File: config.mk
export PLATFORM = sky130hd
export DESIGN_NAME = sysctrl_gen_flat
export DESIGN_NICKNAME = d
export VERILOG_FILES = /design/src/rtl/sysctrl_pkg.sv /design/src/rtl/sysctrl_gen_if.sv /design/src/rtl/sysctrl_cfg_bank.sv /design/src/rtl/sysctrl_gen.sv /design/src/flat_wrapper.sv
export SDC_FILE = /design/constraint.sdc
export NUM_CORES = 1
export LEC_CHECK = 0
export BUFFER_PORTS_ARGS = -buffer_cell sky130_fd_sc_hd__clkbuf_2
export CORE_MARGIN = 2
export CORE_UTILIZATION = 56
export CTS_BUF_LIST = sky130_fd_sc_hd__clkbuf_16
export CTS_CLUSTER_SIZE = 20
export DETAILED_ROUTE_END_ITERATION = 10
export PLACE_DENSITY = 0.87
export SETUP_SLACK_MARGIN = 0.2
export SLEW_MARGIN = 20
export SYNTH_ARGS = -nofsm -noshare
export SYNTH_HDL_FRONTEND = slang
export SYNTH_SLANG_ARGS = --single-unit
export TNS_END_PERCENT = 20
File: constraint.sdc
create_clock -name clk -period 3.5 [get_ports clk]
set_clock_uncertainty 0.1 [all_clocks]
set_input_delay 0.525 -clock clk [delete_from_list [all_inputs] [get_ports clk]]
set_output_delay 0.525 -clock clk [all_outputs]
set_load 0.02 [all_outputs]
File: src/rtl/sysctrl_pkg.sv
// Shared command codes, port subcommands and constants for the MCU
// system-control block.
package sysctrl_pkg;

  typedef enum logic [7:0] {
    CMD_STATUS      = 8'd0,
    CMD_LEDS        = 8'd1,
    CMD_COLOR       = 8'd2,
    CMD_BUTTONS     = 8'd3,
    CMD_WRITE       = 8'd4,
    CMD_INT         = 8'd5,
    CMD_PORT_STATUS = 8'd6,
    CMD_PORT_XFER   = 8'd7,
    CMD_MENU        = 8'd8,
    CMD_CFG_READ    = 8'd9
  } cmd_e;

  typedef enum logic [7:0] {
    SUB_INFO  = 8'd0,
    SUB_READ  = 8'd1,
    SUB_WRITE = 8'd2
  } port_sub_e;

  localparam logic [7:0]  MAGIC0       = 8'h5c;
  localparam logic [7:0]  MAGIC1       = 8'h42;
  localparam logic [23:0] NO_MCU_COLOR = 24'h000202;

  // The MCU sends colour bytes LSB-first relative to the core's channel order.
  function automatic logic [7:0] bit_rev8(input logic [7:0] b);
    logic [7:0] r;
    for (int i = 0; i < 8; i++) r[i] = b[7-i];
    return r;
  endfunction

endpackage

File: src/rtl/sysctrl_gen_if.sv
// MCU byte-stream link: framed input bytes, registered reply byte, interrupt.
interface sysctrl_gen_if;
  logic       data_in_strobe;
  logic       data_in_start;
  logic [7:0] data_in;
  logic [7:0] data_out;
  logic       int_out_n;

  modport master (output data_in_strobe, data_in_start, data_in,
                  input  data_out, int_out_n);
  modport slave  (input  data_in_strobe, data_in_start, data_in,
                  output data_out, int_out_n);
endinterface

File: src/rtl/sysctrl_cfg_bank.sv
// Bank of 8-bit configuration registers addressed by MCU id byte, with
// reset image load and combinational readback.
module sysctrl_cfg_bank #(
  parameter int                   CFG_NUM     = 32,
  parameter logic [7:0]           CFG_BASE    = 8'h20,
  parameter logic [CFG_NUM*8-1:0] CFG_DEFAULT = '0
) (
  input  logic                   clk,
  input  logic                   reset_n,
  input  logic                   wr_en,
  input  logic [7:0]             wr_id,
  input  logic [7:0]             wr_data,
  input  logic [7:0]             rd_id,
  output logic [7:0]             rd_data,
  output logic                   rd_hit,
  output logic [CFG_NUM*8-1:0]   cfg
);

  function automatic logic mapped(input logic [7:0] id);
    return (32'(id) >= 32'(CFG_BASE)) && (32'(id) < 32'(CFG_BASE) + 32'(CFG_NUM));
  endfunction

  logic [7:0] wr_off;
  logic [7:0] rd_off;

  assign wr_off = wr_id - CFG_BASE;
  assign rd_off = rd_id - CFG_BASE;
  assign rd_hit = mapped(rd_id);

  // Register array: default image on reset, single-byte write on mapped id.
  always_ff @(posedge clk or negedge reset_n) begin
    if (!reset_n) begin
      cfg <= CFG_DEFAULT;
    end else if (wr_en && mapped(wr_id)) begin
      for (int i = 0; i < CFG_NUM; i++)
        if (wr_off == 8'(i)) cfg[8*i +: 8] <= wr_data;
    end
  end

  // Readback mux; caller qualifies with rd_hit.
  always_comb begin
    rd_data = '0;
    for (int i = 0; i < CFG_NUM; i++)
      if (rd_off == 8'(i)) rd_data = cfg[8*i +: 8];
  end

endmodule

File: src/rtl/sysctrl_gen.sv
// MCU command decoder: turns the framed byte stream into LEDs, colour,
// reset control, config registers, interrupt handling and port transfers.
module sysctrl_gen
  import sysctrl_pkg::*;
#(
  parameter logic [7:0]           CORE_ID       = 8'h00,
  parameter int                   NUM_PORTS     = 1,
  parameter int                   CFG_NUM       = 32,
  parameter logic [7:0]           CFG_BASE      = 8'h20,
  parameter logic [CFG_NUM*8-1:0] CFG_DEFAULT   = '0,
  parameter logic [7:0]           RESET_ID      = "R",
  parameter int unsigned          RESET_TIMEOUT = 80_000_000,
  parameter int                   MENU_AW       = 12
) (
  input  logic                      clk,
  input  logic                      reset_n,
  sysctrl_gen_if.slave              mcu,
  input  logic [7:0]                int_in,
  output logic [7:0]                int_ack,
  input  logic [1:0]                buttons,
  output logic [1:0]                leds,
  output logic [23:0]               color,
  output logic [1:0]                sys_reset,
  output logic [CFG_NUM*8-1:0]      cfg,
  output logic                      cold_boot,
  output logic [MENU_AW-1:0]        menu_addr,
  input  logic [7:0]                menu_data,
  input  logic [NUM_PORTS*32-1:0]   port_status,
  input  logic [NUM_PORTS*8-1:0]    port_out_available,
  input  logic [NUM_PORTS*8-1:0]    port_out_data,
  input  logic [NUM_PORTS*8-1:0]    port_in_available,
  output logic [NUM_PORTS-1:0]      port_out_strobe,
  output logic [NUM_PORTS-1:0]      port_in_strobe,
  output logic [7:0]                port_in_data
);

  logic [7:0]           cmd_q, cnt_q, sub_q, idx_q, id_q, data_out_q;
  logic [31:0]          timeout_q;
  logic                 sys_int;
  logic [NUM_PORTS-1:0] port_avail, avail_q, sel_onehot;
  logic [7:0]           sel_out_data, sel_out_avail, sel_in_avail, stat_byte;
  logic [31:0]          sel_status;
  logic                 sel_valid, cfg_wr_en, cfg_rd_hit;
  logic [7:0]           cfg_rd_data, cfg_rd_byte;

  assign mcu.data_out  = data_out_q;
  assign mcu.int_out_n = ~((|int_in) | sys_int);

  assign cfg_wr_en = mcu.data_in_strobe && !mcu.data_in_start &&
                     cnt_q == 8'd2 && cmd_q == CMD_WRITE;

  sysctrl_cfg_bank #(
    .CFG_NUM     (CFG_NUM),
    .CFG_BASE    (CFG_BASE),
    .CFG_DEFAULT (CFG_DEFAULT)
  ) u_cfg_bank (
    .clk     (clk),
    .reset_n (reset_n),
    .wr_en   (cfg_wr_en),
    .wr_id   (id_q),
    .wr_data (mcu.data_in),
    .rd_id   (id_q),
    .rd_data (cfg_rd_data),
    .rd_hit  (cfg_rd_hit),
    .cfg     (cfg)
  );

  assign cfg_rd_byte = (id_q == RESET_ID) ? {6'b0, sys_reset} :
                       cfg_rd_hit         ? cfg_rd_data : 8'hff;

  // Per-port availability flags and the port picked by the CMD 7 index byte.
  always_comb begin
    port_avail    = '0;
    sel_onehot    = '0;
    sel_out_data  = '0;
    sel_out_avail = '0;
    sel_in_avail  = '0;
    sel_status    = '0;
    stat_byte     = '0;
    stat_byte[0]  = cold_boot;
    for (int i = 0; i < NUM_PORTS; i++) begin
      port_avail[i]  = port_out_available[8*i +: 8] != 8'h00;
      stat_byte[i+1] = port_avail[i];
      if (idx_q == 8'(i)) begin
        sel_onehot[i] = 1'b1;
        sel_out_data  = port_out_data[8*i +: 8];
        sel_out_avail = port_out_available[8*i +: 8];
        sel_in_avail  = port_in_available[8*i +: 8];
        sel_status    = port_status[32*i +: 32];
      end
    end
  end

  assign sel_valid = |sel_onehot;

  // Byte decoder, no-MCU timeout, interrupt latch and all registered outputs.
  always_ff @(posedge clk or negedge reset_n) begin
    if (!reset_n) begin
      cmd_q           <= '0;
      cnt_q           <= '0;
      sub_q           <= '0;
      idx_q           <= '0;
      id_q            <= '0;
      data_out_q      <= '0;
      leds            <= '0;
      color           <= '0;
      sys_reset       <= 2'd3;
      cold_boot       <= 1'b1;
      sys_int         <= 1'b1;
      int_ack         <= '0;
      port_out_strobe <= '0;
      port_in_strobe  <= '0;
      port_in_data    <= '0;
      menu_addr       <= '0;
      timeout_q       <= 32'(RESET_TIMEOUT);
      avail_q         <= '0;
    end else begin
      int_ack         <= '0;
      port_out_strobe <= '0;
      port_in_strobe  <= '0;
      avail_q         <= port_avail;

      if (|(port_avail & ~avail_q)) sys_int <= 1'b1;
      else if (int_ack[0])          sys_int <= 1'b0;

      if (timeout_q != 32'd0) begin
        timeout_q <= timeout_q - 32'd1;
        if (timeout_q == 32'd1) begin
          sys_reset <= 2'd0;
          color     <= NO_MCU_COLOR;
        end
      end

      if (mcu.data_in_strobe && mcu.data_in_start) begin
        cmd_q      <= mcu.data_in;
        cnt_q      <= 8'd1;
        data_out_q <= '0;
        menu_addr  <= '0;
      end else if (mcu.data_in_strobe && cnt_q != 8'd0) begin
        if (cnt_q != 8'hff) cnt_q <= cnt_q + 8'd1;
        data_out_q <= '0;
        case (cmd_q)
          CMD_STATUS: begin
            case (cnt_q)
              8'd1:    data_out_q <= MAGIC0;
              8'd2:    data_out_q <= MAGIC1;
              8'd3:    data_out_q <= CORE_ID;
              8'd4:    data_out_q <= 8'(NUM_PORTS);
              default: ;
            endcase
          end
          CMD_LEDS: if (cnt_q == 8'd1) leds <= mcu.data_in[1:0];
          CMD_COLOR: begin
            case (cnt_q)
              8'd1:    color[15:8]  <= bit_rev8(mcu.data_in);
              8'd2:    color[7:0]   <= bit_rev8(mcu.data_in);
              8'd3:    color[23:16] <= bit_rev8(mcu.data_in);
              default: ;
            endcase
          end
          CMD_BUTTONS: data_out_q <= {6'b0, buttons};
          CMD_WRITE: begin
            if (cnt_q == 8'd1) id_q <= mcu.data_in;
            if (cnt_q == 8'd2 && id_q == RESET_ID) begin
              sys_reset <= mcu.data_in[1:0];
              timeout_q <= '0;
            end
          end
          CMD_INT: begin
            data_out_q <= {int_in[7:1], sys_int};
            if (cnt_q == 8'd1) int_ack <= mcu.data_in;
          end
          CMD_PORT_STATUS: begin
            data_out_q <= stat_byte;
            if (cnt_q == 8'd1) cold_boot <= 1'b0;
          end
          CMD_PORT_XFER: begin
            if (cnt_q == 8'd1) begin
              sub_q      <= mcu.data_in;
              data_out_q <= 8'(NUM_PORTS);
            end else if (cnt_q == 8'd2) begin
              idx_q <= mcu.data_in;
            end else if (sel_valid) begin
              case (sub_q)
                SUB_INFO: begin
                  case (cnt_q)
                    8'd3:    data_out_q <= sel_out_avail;
                    8'd4:    data_out_q <= sel_in_avail;
                    8'd5:    data_out_q <= sel_status[31:24];
                    8'd6:    data_out_q <= sel_status[23:16];
                    8'd7:    data_out_q <= sel_status[15:8];
                    8'd8:    data_out_q <= sel_status[7:0];
                    default: ;
                  endcase
                end
                SUB_READ: begin
                  data_out_q      <= sel_out_data;
                  port_out_strobe <= sel_onehot & {NUM_PORTS{mcu.data_in[0]}};
                end
                SUB_WRITE: begin
                  port_in_data   <= mcu.data_in;
                  port_in_strobe <= sel_onehot;
                end
                default: ;
              endcase
            end
          end
          CMD_MENU: begin
            data_out_q <= menu_data;
            menu_addr  <= menu_addr + MENU_AW'(1);
          end
          CMD_CFG_READ: begin
            if (cnt_q == 8'd1) id_q <= mcu.data_in;
            if (cnt_q == 8'd2) data_out_q <= cfg_rd_byte;
          end
          default: ;
        endcase
      end
    end
  end

endmodule
File: src/flat_wrapper.sv
// flat-port wrapper written by rule: the top's interface ports become plain ports
module sysctrl_gen_flat import sysctrl_pkg::*;
#(
  parameter logic [7:0]           CORE_ID       = 8'h00,
  parameter int                   NUM_PORTS     = 1,
  parameter int                   CFG_NUM       = 32,
  parameter logic [7:0]           CFG_BASE      = 8'h20,
  parameter logic [CFG_NUM*8-1:0] CFG_DEFAULT   = '0,
  parameter logic [7:0]           RESET_ID      = " ",
  parameter int unsigned          RESET_TIMEOUT = 80_000_000,
  parameter int                   MENU_AW       = 12
)
  (clk, reset_n, int_in, int_ack, buttons, leds, color, sys_reset, cfg, cold_boot, menu_addr, menu_data, port_status, port_out_available, port_out_data, port_in_available, port_out_strobe, port_in_strobe, port_in_data, mcu_data_in_strobe, mcu_data_in_start, mcu_data_in, mcu_data_out, mcu_int_out_n);
  sysctrl_gen_if mcu_i ();
  input  logic clk;
  input  logic reset_n;
  input  logic [7:0] int_in;
  output logic [7:0] int_ack;
  input  logic [1:0] buttons;
  output logic [1:0] leds;
  output logic [23:0] color;
  output logic [1:0] sys_reset;
  output logic [CFG_NUM*8-1:0] cfg;
  output logic cold_boot;
  output logic [MENU_AW-1:0] menu_addr;
  input  logic [7:0] menu_data;
  input  logic [NUM_PORTS*32-1:0] port_status;
  input  logic [NUM_PORTS*8-1:0] port_out_available;
  input  logic [NUM_PORTS*8-1:0] port_out_data;
  input  logic [NUM_PORTS*8-1:0] port_in_available;
  output logic [NUM_PORTS-1:0] port_out_strobe;
  output logic [NUM_PORTS-1:0] port_in_strobe;
  output logic [7:0] port_in_data;
  input wire logic [$bits(mcu_i.data_in_strobe)-1:0] mcu_data_in_strobe;
  input wire logic [$bits(mcu_i.data_in_start)-1:0] mcu_data_in_start;
  input wire logic [$bits(mcu_i.data_in)-1:0] mcu_data_in;
  output wire logic [$bits(mcu_i.data_out)-1:0] mcu_data_out;
  output wire logic [$bits(mcu_i.int_out_n)-1:0] mcu_int_out_n;
  assign mcu_i.data_in_strobe = mcu_data_in_strobe;
  assign mcu_i.data_in_start = mcu_data_in_start;
  assign mcu_i.data_in = mcu_data_in;
  assign mcu_data_out = mcu_i.data_out;
  assign mcu_int_out_n = mcu_i.int_out_n;
  sysctrl_gen #(.CORE_ID(CORE_ID), .NUM_PORTS(NUM_PORTS), .CFG_NUM(CFG_NUM), .CFG_BASE(CFG_BASE), .CFG_DEFAULT(CFG_DEFAULT), .RESET_ID(RESET_ID), .RESET_TIMEOUT(RESET_TIMEOUT), .MENU_AW(MENU_AW)) u_core (.clk(clk), .reset_n(reset_n), .mcu(mcu_i), .int_in(int_in), .int_ack(int_ack), .buttons(buttons), .leds(leds), .color(color), .sys_reset(sys_reset), .cfg(cfg), .cold_boot(cold_boot), .menu_addr(menu_addr), .menu_data(menu_data), .port_status(port_status), .port_out_available(port_out_available), .port_out_data(port_out_data), .port_in_available(port_in_available), .port_out_strobe(port_out_strobe), .port_in_strobe(port_in_strobe), .port_in_data(port_in_data));
endmodule
; ---- Yosys cells after proc, flatten, opt, wreduce, memory -nomap -nowiden
; Index checks and enable logic that the tools add are counted.
[op_classes]
add_sub_neg = 4
order_cmp = 2
n_eq_ne = 53
muxes = 94
bitwise = 8
reduce_logical = 62
[ops]
columns = cell, count
row1 = $mux W8, 53
row2 = $mux W32, 6
row3 = $eq A8 B5 Y1 const B, 16
row4 = $mux W24, 5
row5 = $eq A8 B3 Y1 const B, 12
row6 = $eq A8 B4 Y1 const B, 11
row7 = $reduce_and A2 Y1, 34
row8 = $eq A8 B2 Y1 const B, 7
row9 = $pmux W8 S7, 1
row10 = $pmux W8 S6, 1
row11 = $mux W12, 3
row12 = $eq A32 B1 Y1 const B, 1
row13 = $eq A8 B1 Y1 const B, 4
row14 = $logic_not A8 Y1, 4
row15 = $reduce_bool A32 Y1, 1
row16 = $sub A32 B1 Y32 const B, 1
row17 = $pmux W7 S3, 1
row18 = $mux W1, 17
row19 = $pmux W8 S2, 1
row20 = $reduce_and A4 Y1, 4
row21 = $reduce_bool A8 Y1, 2
row22 = $add A12 B1 Y12 const B, 1
row23 = $mux W2, 6
row24 = $add A8 B1 Y8 const B, 1
row25 = 15 further kinds, 30
[word_totals]
regBits = 397
input_bits = 86
output_inout_bits = 324
wordCells = 273

; ---- Depth between registers and ports, before layout
[logic_depth]
ltp_word = 40
ltp_mapped = 12
ltp_nobuf = 9

; ---- Hierarchy
; Synthesis repeated with hierarchy kept, for this count alone.
[hier_totals]
hier_cells = 1884
hier_area_um2 = 20712.4
[by_module_without_submodules]
columns = mod, instances, cells_per_inst, area_per_inst_um2, seq_area_each_um2
row1 = sysctrl_cfg_bank, 1, 1116, 13162.6, 6406.1
row2 = sysctrl_gen, 1, 768, 7549.7, 3543.4

; ---- Worst setup path before layout
; OpenSTA, ideal clock, no wires.
[synth_path]
path_kind = register -> register
start = register u_core.cnt_q[4]
end = register u_core.u_cfg_bank.cfg[64]
setup_ns = 0.125
arrival_ns = 2.820
t_required_ns = 3.275
setup_slack_ns = 0.456
stages_incl_launch_ff = 10
n_path_buf = 3
synth_period_minus_slack_ns = 3.044
cell_sequence = dfrtp_1 or4_1 buf_6 nor3_4 nand2_2 or4_1 buf_6 and2b_2 buf_2 mux2_2
[synth_between]
elab_chain_len = 5
[synth_lines]
columns = item, line
row1 = "start, declared", sysctrl_gen.sv:37  ; logic [7:0] cmd_q, cnt_q, sub_q, idx_q, id_q, data_out_q;
row2 = "start signal, assigned", sysctrl_gen.sv:140  ; if (cnt_q != 8'hff) cnt_q <= cnt_q + 8'd1;
row3 = $eq A8 B2 Y1, sysctrl_gen.sv:50  ; cnt_q == 8'd2 && cmd_q == CMD_WRITE;
row4 = $logic_and A1 B1 Y1, sysctrl_gen.sv:49  ; assign cfg_wr_en = mcu.data_in_strobe && !mcu.data_in_start &&
row5 = $logic_and A1 B1 Y1, sysctrl_gen.sv:50
row6 = $logic_and A1 B1 Y1, sysctrl_cfg_bank.sv:34  ; end else if (wr_en && mapped(wr_id)) begin
row7 = $reduce_and A2 Y1 (no source line), n/a
row8 = "end signal, assigned by index", sysctrl_cfg_bank.sv:36  ; if (wr_off == 8'(i)) cfg[8*i +: 8] <= wr_data;
row9 = "end, declared", sysctrl_cfg_bank.sv:16  ; output logic [CFG_NUM*8-1:0] cfg
; Every way passes these cells.
; A chain may end at the register's enable or synchronous reset.

; ---- Final worst setup path
[layout_path]
start = register u_core.cnt_q[4]
end = register u_core.u_cfg_bank.cfg[214]
; The elaborated chain is that of the path after synthesis.

==> metrics.md <==
| Metric | Value |
|---|---|
| Synthesis-to-finish area growth | `20.7%` |
| Post-synth EDFFs | `0` |
| Fillers | `2611` |
| FMAX | `309 MHz` |
| Initial antenna violation count | `0` |
| Most instantiated library cell after synthesis | `dfrtp_1` |
| Switching power | `3.94 mW` |
| Int Pwr | `8.06 mW` |
| Hold crit path type | `input pin to flop` |
| Setup bufs post-CTS | `0` |
| Worst reg2reg startpoint | `u_core.cnt_q[4]` |
| Minimum clock period after layout | `3.23 ns` |
| Synth Net Count | `1910` |
| Cell area after synthesis | `0.0200 mm^2` |
| Synth Warn # | `0` |
| Startpoint types | `flop` |
| Gr usage total | `0.424` |
| Die Y | `193 um` |
| Max-cap violation count | `0` |
| Worst Path Required | `3.84 ns` |
| Routed Wire Length | `79400 um` |
| # setup viols final | `0` |
| Core outline area | `0.0354 mm^2` |
| WP data arrival | `3.57 ns` |
| Die Area | `0.0373 mm^2` |
| Area occupied by multi-input gates | `0.00949 mm^2` |
| Critical Setup Path Class | `flop to flop` |
| Worst r2r dst | `u_core.u_cfg_bank.cfg[214]` |
| Share of Yosys cell area claimed by the top area cell type | `0.481` |
| Synth top area cells | `dfrtp_1 (48%), mux2_2 (16%), nand2_1 (3.2%)` |
| Post-synth top area cell | `dfrtp_1` |
| Final HPWL DP | `55900 um` |
| Pwr/cell area | `496 mW/mm^2` |
| Slew HR | `0.220` |
| Most frequent cells after synthesis | `dfrtp_1 (385), mux2_2 (282), nand2_1 (169), nor2_1 (96), clkbuf_1 (94)` |
| Vias in the first global route | `18175` |
| Initial DRT Pass Iterations | `7` |
| Syn avg cell area | `11.0 um^2` |
| Yosys cell types | `84` |
| H-Tree Depth | `2` |
| Hold EP | `u_core.avail_q` |
| Hold Path Stages | `3` |
| I/O pins | `410` |
| Worst slack, placed | `0.177 ns` |
| Outcome | `completed` |
| DRT antenna net count | `0` |
| Switching Share | `0.328` |
| Final Power | `12.0 mW` |
| Fin. Hold Viols | `0` |
| Crit Path Max Fanout | `9` |
| Worst Reg2Reg Path Length in Cells | `8` |
| Die W | `193 um` |
| Top_reg_cell synth | `dfrtp_1` |
| Seq/Total Area, Yosys | `0.497` |
| CTS root buf | `clkbuf_16` |
| Post-Synthesis Cells | `1814` |
| Clk sink count | `397` |
| Final Cycle Share | `0.924` |
| Sequential share of power | `0.400` |
| Largest net degree at the start of global routing | `124` |
| First-pass GRT wire length | `116000 um` |
| Register area | `0.00996 mm^2` |
| RSZ-0062 raised after global routing | `yes` |
| Setup TNS Final | `0 ns` |
| Worst slew pin tran | `1.17 ns` |
| Initial Util | `0.566` |
| Max Slew Vio Count | `0` |
| Avg WL per Cell | `29.3 um` |
| Port Buffers | `409` |
| DR vias/cell | `6.75` |
| DRC | `0` |
| Via Count | `18275` |
| Final worst setup slack | `0.265 ns` |
| Num rows | `69` |
| RePlAce Congestion | `1.01` |
| R2R setup slack | `0.27 ns` |
| Peak VDD IR | `0.395 mV` |
| Clk_lat worst skew | `0.58 ns` |
| Hold_sp | `port_out_available[3]` |
| Ratio of cells with drive above 1 in the final layout | `0.409` |
| Part of the power in the clock network | `0.372` |
| CP Capture Type | `flop` |
| Number of synthesized register bits | `397` |
| CTS max path bufs | `3` |
| CTS tree | `yes` |
| Nets | `2314` |
| Overflow after GRT | `0` |
| Logic pwr share | `0.228` |
| Clk slew on worst S/H paths | `0.06 ns` |
| CTS buffer count | `42` |
| Synth async-reset ratio | `1.00` |
| DR iter-0 viols | `2197` |
| Leakage | `12.3 nW` |
| Antenna cells | `0` |
==> stage by stage <==
stage | util | std cells | cell area (um^2) | hold WS (ns)
after floorplan | - | 1814 | 20000 | 0.129
after global placement | 0.643 | 2633 | 22800 | 0.269
after detailed placement | 0.644 | 2634 | 22800 | 0.284
after CTS | 0.682 | 2708 | 24100 | 0.132
after global routing | 0.683 | 2708 | 24200 | 0.179
final | 0.683 | 2708 | 24200 | 0.160
==> flip-flops by register name, summed over array words and instances (netlist names), 12 cells and up <==
name                   cells
u_core.color              24
u_core.menu_addr          12
u_core.timeout_q          32
u_core.u_cfg_bank.cfg    256
==> power groups by stage <==
stage / Combinational (mW) / Sequential, mW / Clock, mW
after floorplan: 1.52 / 4.85 / 0
final: 2.73 / 4.80 / 4.46
after detailed placement: 2.58 / 4.88 / 0
after global routing: 2.85 / 4.81 / 4.67
after CTS: 2.59 / 4.79 / 4.46
after global placement: 2.56 / 4.87 / 0
==> critical path: stages (launching register included) <==
cell and delay (ns):
dfrtp_1 0.43, or4_1 0.61, nor3_4 0.17, nand2_2 0.10
or4_1 0.51, buf_4 0.25, nor2_8 0.35, nand2_2 0.23
mux2_4 0.35
==> cell usage in the layout, fill, tap and decap left out, drive strengths merged, types with 17 or more instances in the layout <==
| master | n |
|---|---|
| o21ai | 83 |
| and3 | 18 |
| dfrtp | 385 |
| mux2 | 299 |
| nor4 | 26 |
| nor3 | 36 |
| a21oi | 71 |
| buf | 77 |
| xor2 | 19 |
| nor2 | 103 |
| nand2 | 197 |
| clkbuf | 446 |
| inv | 35 |
| a222oi | 17 |
| mux2i | 24 |
| or3 | 20 |
| nand3 | 55 |
==> worst max path at each step <==
stage | startpoint | end | depth (start not counted)
after detailed placement | u_core.id_q[6] | u_core.mcu.data_out[6] | 10
after CTS | u_core.id_q[6] | u_core.mcu.data_out[3] | 10
after global placement | u_core.id_q[6] | u_core.mcu.data_out[6] | 10
final | u_core.cnt_q[4] | u_core.u_cfg_bank.cfg[214] | 8
after floorplan | u_core.cnt_q[4] | u_core.u_cfg_bank.cfg[64] | 9
after global routing | u_core.cmd_q[5] | u_core.u_cfg_bank.cfg[240] | 8
==> routing by layer <==
layer | global-route usage | wire [um]
met4 | 0.256 | 5640
met2 | 0.676 | 36500
met1 | 0.517 | 28400
met5 | 0 | 0
met3 | 0.114 | 8910
==> repair_timing <==
item	CTS	global route
resized for setup	1	4
endpoints found under the setup margin	1	44
endpoints found under the hold margin	57	0
hold buffers	1	0
==> logic make-up (layout without fill, tap and decap cells) <==
family	Yosys count	in the layout	share of synthesized area
adders and majority gates	10	10	0.00625
xor gates and xnor gates	33	33	0.0144
AOI/OAI and AO/OA	342	342	0.115
buffers and inverters	147	580	0.0316
DFF	397	397	0.497
muxes	333	333	0.193
and+or+nand+nor	552	552	0.142
==> final cells by class <==
| class | instances | area share |
|---|---|---|
| Clock buffer | 42 | 0.0435 |
| Clock inverter | 31 | 0.0117 |
| Inverter | 25 | 0.00388 |
| Multi-Input combinational cell | 1270 | 0.393 |
| Sequential cell | 397 | 0.412 |
| Tap cell | 461 | 0.0239 |
| Timing Repair Buffer | 482 | 0.113 |
Note: power is estimated with default switching activity, not from simulation.
